### config.mk
export PLATFORM = sky130hd
export DESIGN_NAME = boot_sequencer
export DESIGN_NICKNAME = d
export VERILOG_FILES = /design/src/rtl/boot_sequencer.sv
export SDC_FILE = /design/constraint.sdc
export NUM_CORES = 1
export LEC_CHECK = 0
export CORE_ASPECT_RATIO = 1.4
export CORE_MARGIN = 2
export CORE_UTILIZATION = 55
export CTS_BUF_LIST = sky130_fd_sc_hd__clkbuf_8
export DETAILED_ROUTE_END_ITERATION = 10
export DONT_BUFFER_PORTS = 1
export PLACE_DENSITY = 0.7
export SYNTH_ARGS = -nofsm -noshare
export SYNTH_HDL_FRONTEND = slang
export SYNTH_SLANG_ARGS = --single-unit
### constraint.sdc
create_clock -name clock -period 3.2 [get_ports clock]
set_input_delay 0.96 -clock clock [delete_from_list [all_inputs] [get_ports clock]]
set_output_delay 0.96 -clock clock [all_outputs]
set_load 0.1 [all_outputs]
### src/rtl/boot_sequencer.sv
`timescale 1ns/1ps
// boot_sequencer: run control for the cached core top -- reset hold,
// single start pulse, halt / watchdog detection and run-length count.
module boot_sequencer #(
    parameter int ADDRESS_BITS = 32,
    parameter logic [ADDRESS_BITS-1:0] PROGRAM_ADDRESS = '0,
    parameter logic [ADDRESS_BITS-1:0] HALT_ADDRESS = 'h0000_00FC,
    parameter int HALT_CONFIRM = 4,
    parameter int RESET_CYCLES = 16,
    parameter int WATCHDOG_CYCLES = 1024,
    parameter int CYCLE_BITS = 32
) (
    input  logic                    clock,
    input  logic                    reset,
    input  logic                    go,
    input  logic                    abort,
    input  logic                    scan_req,
    input  logic [ADDRESS_BITS-1:0] PC,
    output logic                    core_reset,
    output logic                    start,
    output logic [ADDRESS_BITS-1:0] program_address,
    output logic                    scan,
    output logic                    busy,
    output logic                    done,
    output logic                    timeout,
    output logic [CYCLE_BITS-1:0]   cycle_count
);

    localparam int RW = $clog2(RESET_CYCLES + 1);
    localparam int HW = $clog2(HALT_CONFIRM + 1);
    localparam int SW = $clog2(WATCHDOG_CYCLES + 1);

    localparam logic [RW-1:0] RST_LOAD   = RW'(RESET_CYCLES);
    localparam logic [HW-1:0] HALT_MAX   = HW'(HALT_CONFIRM);
    localparam logic [SW-1:0] STALL_MAX  = SW'(WATCHDOG_CYCLES);
    localparam logic [SW-1:0] STALL_TRIP = SW'(WATCHDOG_CYCLES - 1);

    typedef enum logic [2:0] {
        S_IDLE,
        S_HOLD,
        S_START,
        S_RUN,
        S_DONE,
        S_TIMEOUT
    } state_t;

    state_t state;
    state_t next_state;

    logic [RW-1:0]           rst_cnt;
    logic [HW-1:0]           halt_cnt;
    logic [SW-1:0]           stall_cnt;
    logic [ADDRESS_BITS-1:0] last_pc;

    logic pc_same;
    logic halt_hit;
    logic stall_hit;
    logic enter_hold;
    logic run_step;

    assign program_address = PROGRAM_ADDRESS;

    assign pc_same    = (PC == last_pc);
    assign halt_hit   = (halt_cnt == HALT_MAX);
    assign stall_hit  = (stall_cnt == STALL_TRIP) && pc_same;
    assign enter_hold = (next_state == S_HOLD) && (state != S_HOLD);
    assign run_step   = (state == S_RUN) && !abort;

    always_ff @(posedge clock or negedge reset) begin
        if (!reset) begin
            state <= S_IDLE;
        end else begin
            state <= next_state;
        end
    end

    always_comb begin
        next_state = state;
        if (abort && (state != S_IDLE)) begin
            next_state = S_IDLE;
        end else begin
            unique case (state)
                S_IDLE, S_DONE, S_TIMEOUT: begin
                    if (go) next_state = S_HOLD;
                end
                S_HOLD: begin
                    if (rst_cnt == '0) next_state = S_START;
                end
                S_START: next_state = S_RUN;
                S_RUN: begin
                    if (halt_hit) begin
                        next_state = S_DONE;
                    end else if (stall_hit) begin
                        next_state = S_TIMEOUT;
                    end
                end
                default: next_state = S_IDLE;
            endcase
        end
    end

    // Counting RESET_CYCLES down to 0 keeps core_reset high for
    // RESET_CYCLES+1 cycles after the go edge before start rises.
    always_ff @(posedge clock or negedge reset) begin
        if (!reset) begin
            rst_cnt <= '0;
        end else if (enter_hold) begin
            rst_cnt <= RST_LOAD;
        end else if ((state == S_HOLD) && (rst_cnt != '0)) begin
            rst_cnt <= rst_cnt - RW'(1);
        end
    end

    always_ff @(posedge clock or negedge reset) begin
        if (!reset) begin
            cycle_count <= '0;
        end else if (enter_hold) begin
            cycle_count <= '0;
        end else if (run_step && (cycle_count != '1)) begin
            cycle_count <= cycle_count + CYCLE_BITS'(1);
        end
    end

    always_ff @(posedge clock or negedge reset) begin
        if (!reset) begin
            last_pc   <= '0;
            stall_cnt <= '0;
            halt_cnt  <= '0;
        end else if (state == S_START) begin
            last_pc   <= PROGRAM_ADDRESS;
            stall_cnt <= '0;
            halt_cnt  <= '0;
        end else if (run_step) begin
            last_pc <= PC;
            if (!pc_same) begin
                stall_cnt <= '0;
            end else if (stall_cnt != STALL_MAX) begin
                stall_cnt <= stall_cnt + SW'(1);
            end
            if (PC != HALT_ADDRESS) begin
                halt_cnt <= '0;
            end else if (halt_cnt != HALT_MAX) begin
                halt_cnt <= halt_cnt + HW'(1);
            end
        end
    end

    // Outputs follow next_state so they change on the same edge as state.
    always_ff @(posedge clock or negedge reset) begin
        if (!reset) begin
            core_reset <= 1'b1;
            start      <= 1'b0;
            scan       <= 1'b0;
            busy       <= 1'b0;
            done       <= 1'b0;
            timeout    <= 1'b0;
        end else begin
            core_reset <= !((next_state == S_START) ||
                            (next_state == S_RUN));
            start      <= (next_state == S_START);
            scan       <= (next_state == S_RUN) && scan_req;
            busy       <= (next_state == S_HOLD) ||
                          (next_state == S_START) ||
                          (next_state == S_RUN);
            done       <= (next_state == S_DONE);
            timeout    <= (next_state == S_TIMEOUT);
        end
    end

endmodule

==> flow_summary.ini <==
[clock_tree]
clkSinkCount = 92
cts_buffers = 9
ctsHtreeMaxLevel = 3
cts.hold.buffers_added = 0
clk_latency_ps = 370
clock_path_buffers = 2
cts_resized = 0
clkTransAtPathRegs_ps = 80
tritoncts = done
postCtsSetupBuffers = 0
cts_root_buffer = clkbuf_8

[cells_and_area]
fill_cells = 842
regArea_um2 = 2300
nNetsFinal = 663
diodes = 0
drive_gt1_frac = 0.107
multi_input_area_um2 = 2700
final_common_cell = nand2_1
final_area_um2 = 5660
area_delta_synth_final_pct = 6.95
most-common-layout-cells = nand2_1 (107), dfrtp_1 (91), o21ai_0 (52)

[sta]
fmax_mhz = 387
slew_violations = 0
tightest_slew_ps = 923
finalSetupViolations = 0
fin_setup_tns_ps = 0
fin_crit_ps = 2580
finalHoldViolations = 0
post-route-period-util = 0.808
rsz0062_at_grt = false
max_slew_margin = 0.385
fin_worst_skew_ps = 8.19

[outcome]
status = completed

[global_routing]
grt_use_total = 0.231
grt_overflow = 0
antenna_found_initial = 0
grt_pass1_vias = 4164
grt_pass1_wl_um = 19100
grt_max_degree = 93

[worst_setup_path]
r2r_start = stall_cnt[1]
end_kind = flop
worstPathRequired_ps = 3460
crit_arrival_ps = 2850
critPathLaunch = PC[22]
path_class = in2reg
cp_max_fo = 4
startpoint_type = input pin

[floorplanning]
rows = 42
start_util = 0.563
core_um2 = 9410
design.die.area_um2 = 10400
die_h_um = 120
die_x_um = 86.9
ios = 107

[routing]
ant_nets = 0
vias = 4322
drt_wl_total_um = 11800
drtIter0Drc = 244
first_pass_iters = 7
wl_per_cell_um = 16.0
route.detailed.drc = 0
vias_per_cell = 5.89

[power]
swShare = 0.406
intPower_mw = 2.09
pwr-share-seq = 0.498
p_leak_nw = 2.54
power_density_nw_per_um2 = 621
p_clk_frac = 0.200
combPwrFrac = 0.303
switching_power_mw = 1.43
ir_worst_vdd_v = 0.000363

[logic_synthesis]
yosysSeqAreaShare = 0.435
synth_cell_types = 63
yosys_warnings = 0
syn_area_per_cell_um2 = 8.85
ys.flop_type = dfrtp_1
ys_ff_latch = 92
synth_cells = 598
synth_area_um2 = 5290
synth_edf_count = 0
async_flop_share = 1.00

[job]
drv_cap = 0

[min_path]
hp-class = in2async

[placed_design]
place_area_um2 = 5490
place.port_buffers = 0
dp_hpwl_um = 8700
place_congestion = 0.879
-- cells in the mapped netlist, types with 2 or more instances --
cell / n / area share
a2111oi_0: 6 / 0.0099
a211o_1: 2 / 0.0033
a211oi_1: 2 / 0.0028
a21o_1: 2 / 0.0028
a21oi_1: 23 / 0.022
a31o_2: 4 / 0.0066
a31oi_1: 5 / 0.0059
and2_1: 5 / 0.0059
and3_1: 9 / 0.011
and4_1: 6 / 0.0099
and4b_1: 3 / 0.0057
buf_1: 5 / 0.0035
buf_4: 34 / 0.048
clkbuf_1: 19 / 0.013
dfrtp_1: 91 / 0.43
ha_1: 6 / 0.014
inv_1: 12 / 0.0085
mux2i_1: 4 / 0.0076
nand2_1: 107 / 0.076
nand2b_1: 2 / 0.0024
nand3_1: 16 / 0.015
nand4_1: 16 / 0.019
nor2_1: 32 / 0.023
nor3_1: 5 / 0.0047
nor3b_1: 3 / 0.0043
nor4_1: 21 / 0.025
nor4b_1: 2 / 0.0033
o211ai_1: 6 / 0.0085
o21a_1: 2 / 0.0028
o21ai_0: 52 / 0.049
o31ai_1: 5 / 0.0071
or3_1: 12 / 0.014
or4_1: 5 / 0.0071
xnor2_1: 13 / 0.022
xor2_1: 33 / 0.055
-- cells by family after synthesis --
group	after synthesis	synth area share
compound gates	120	0.142
xor+xnor	46	0.0761
fa+ha+maj	6	0.0142
buf+inv	72	0.0757
flops	92	0.435
mux	5	0.00970
other cells	1	0.000709
simple gates	256	0.246
-- routing by layer --
metal	global-route usage	vias to the layer above	share of wire
met2	0.406	106	0.52
met1	0.264	2096	0.40
met3	0.0433	23	0.045
met4	0.111	0	0.029
met5	0	-	0
li1	-	2097	-
-- per-stage QoR --
step	setup slack [ps]	power, mW	cells	util	hold WS (ps)
after global placement	345	2.79	719	0.584	484
after detailed placement	288	2.84	719	0.584	501
after CTS	661	3.54	734	0.602	263
final	616	3.51	734	0.602	281
after global routing	531	3.74	734	0.602	257
after floorplan	281	2.65	629	-	462
-- registers in the layout, indices dropped and copies added (netlist names) --
signal       count
rst_cnt          5
scan             1
core_reset       1
timeout          1
done             1
stall_cnt       11
cycle_count     32
halt_cnt         3
start            1
busy             1
last_pc         32
state            3
-- worst max-delay path: stages --
cell       delay, ps
xor2_1           120
nor4_1           480
nand4_1          300
or4_4            620
a2111oi_4        360
-- layout make-up --
cell class,instances,area share
clock buffers,11,0.0268
flip-flops and latches,92,0.407
multi-input cells,465,0.478
clock inverters,4,0.00310
repair buffers,40,0.0531
inverters,12,0.00796
well taps,110,0.0243
-- power by group through the flow --
stage	sequential (mW)	clock [mW]	combinational (mW)
floorplan	1.74	0	0.908
global placement	1.76	0	1.04
detailed placement	1.77	0	1.07
CTS	1.75	0.719	1.07
global route	1.78	0.766	1.19
finish	1.75	0.701	1.06
-- worst paths after layout --
kind                                    to  slack [ps]  cells past startpoint
min reg2reg                 cycle_count[3]         510                      1
max                                   done         620                      5
min in group clock          cycle_count[3]         510                      1
max in group asynchronous       core_reset        2720                      0
min                        cycle_count[24]         280                      0
max reg2reg                           done         650                      6
(Power assumes the default switching activity.)
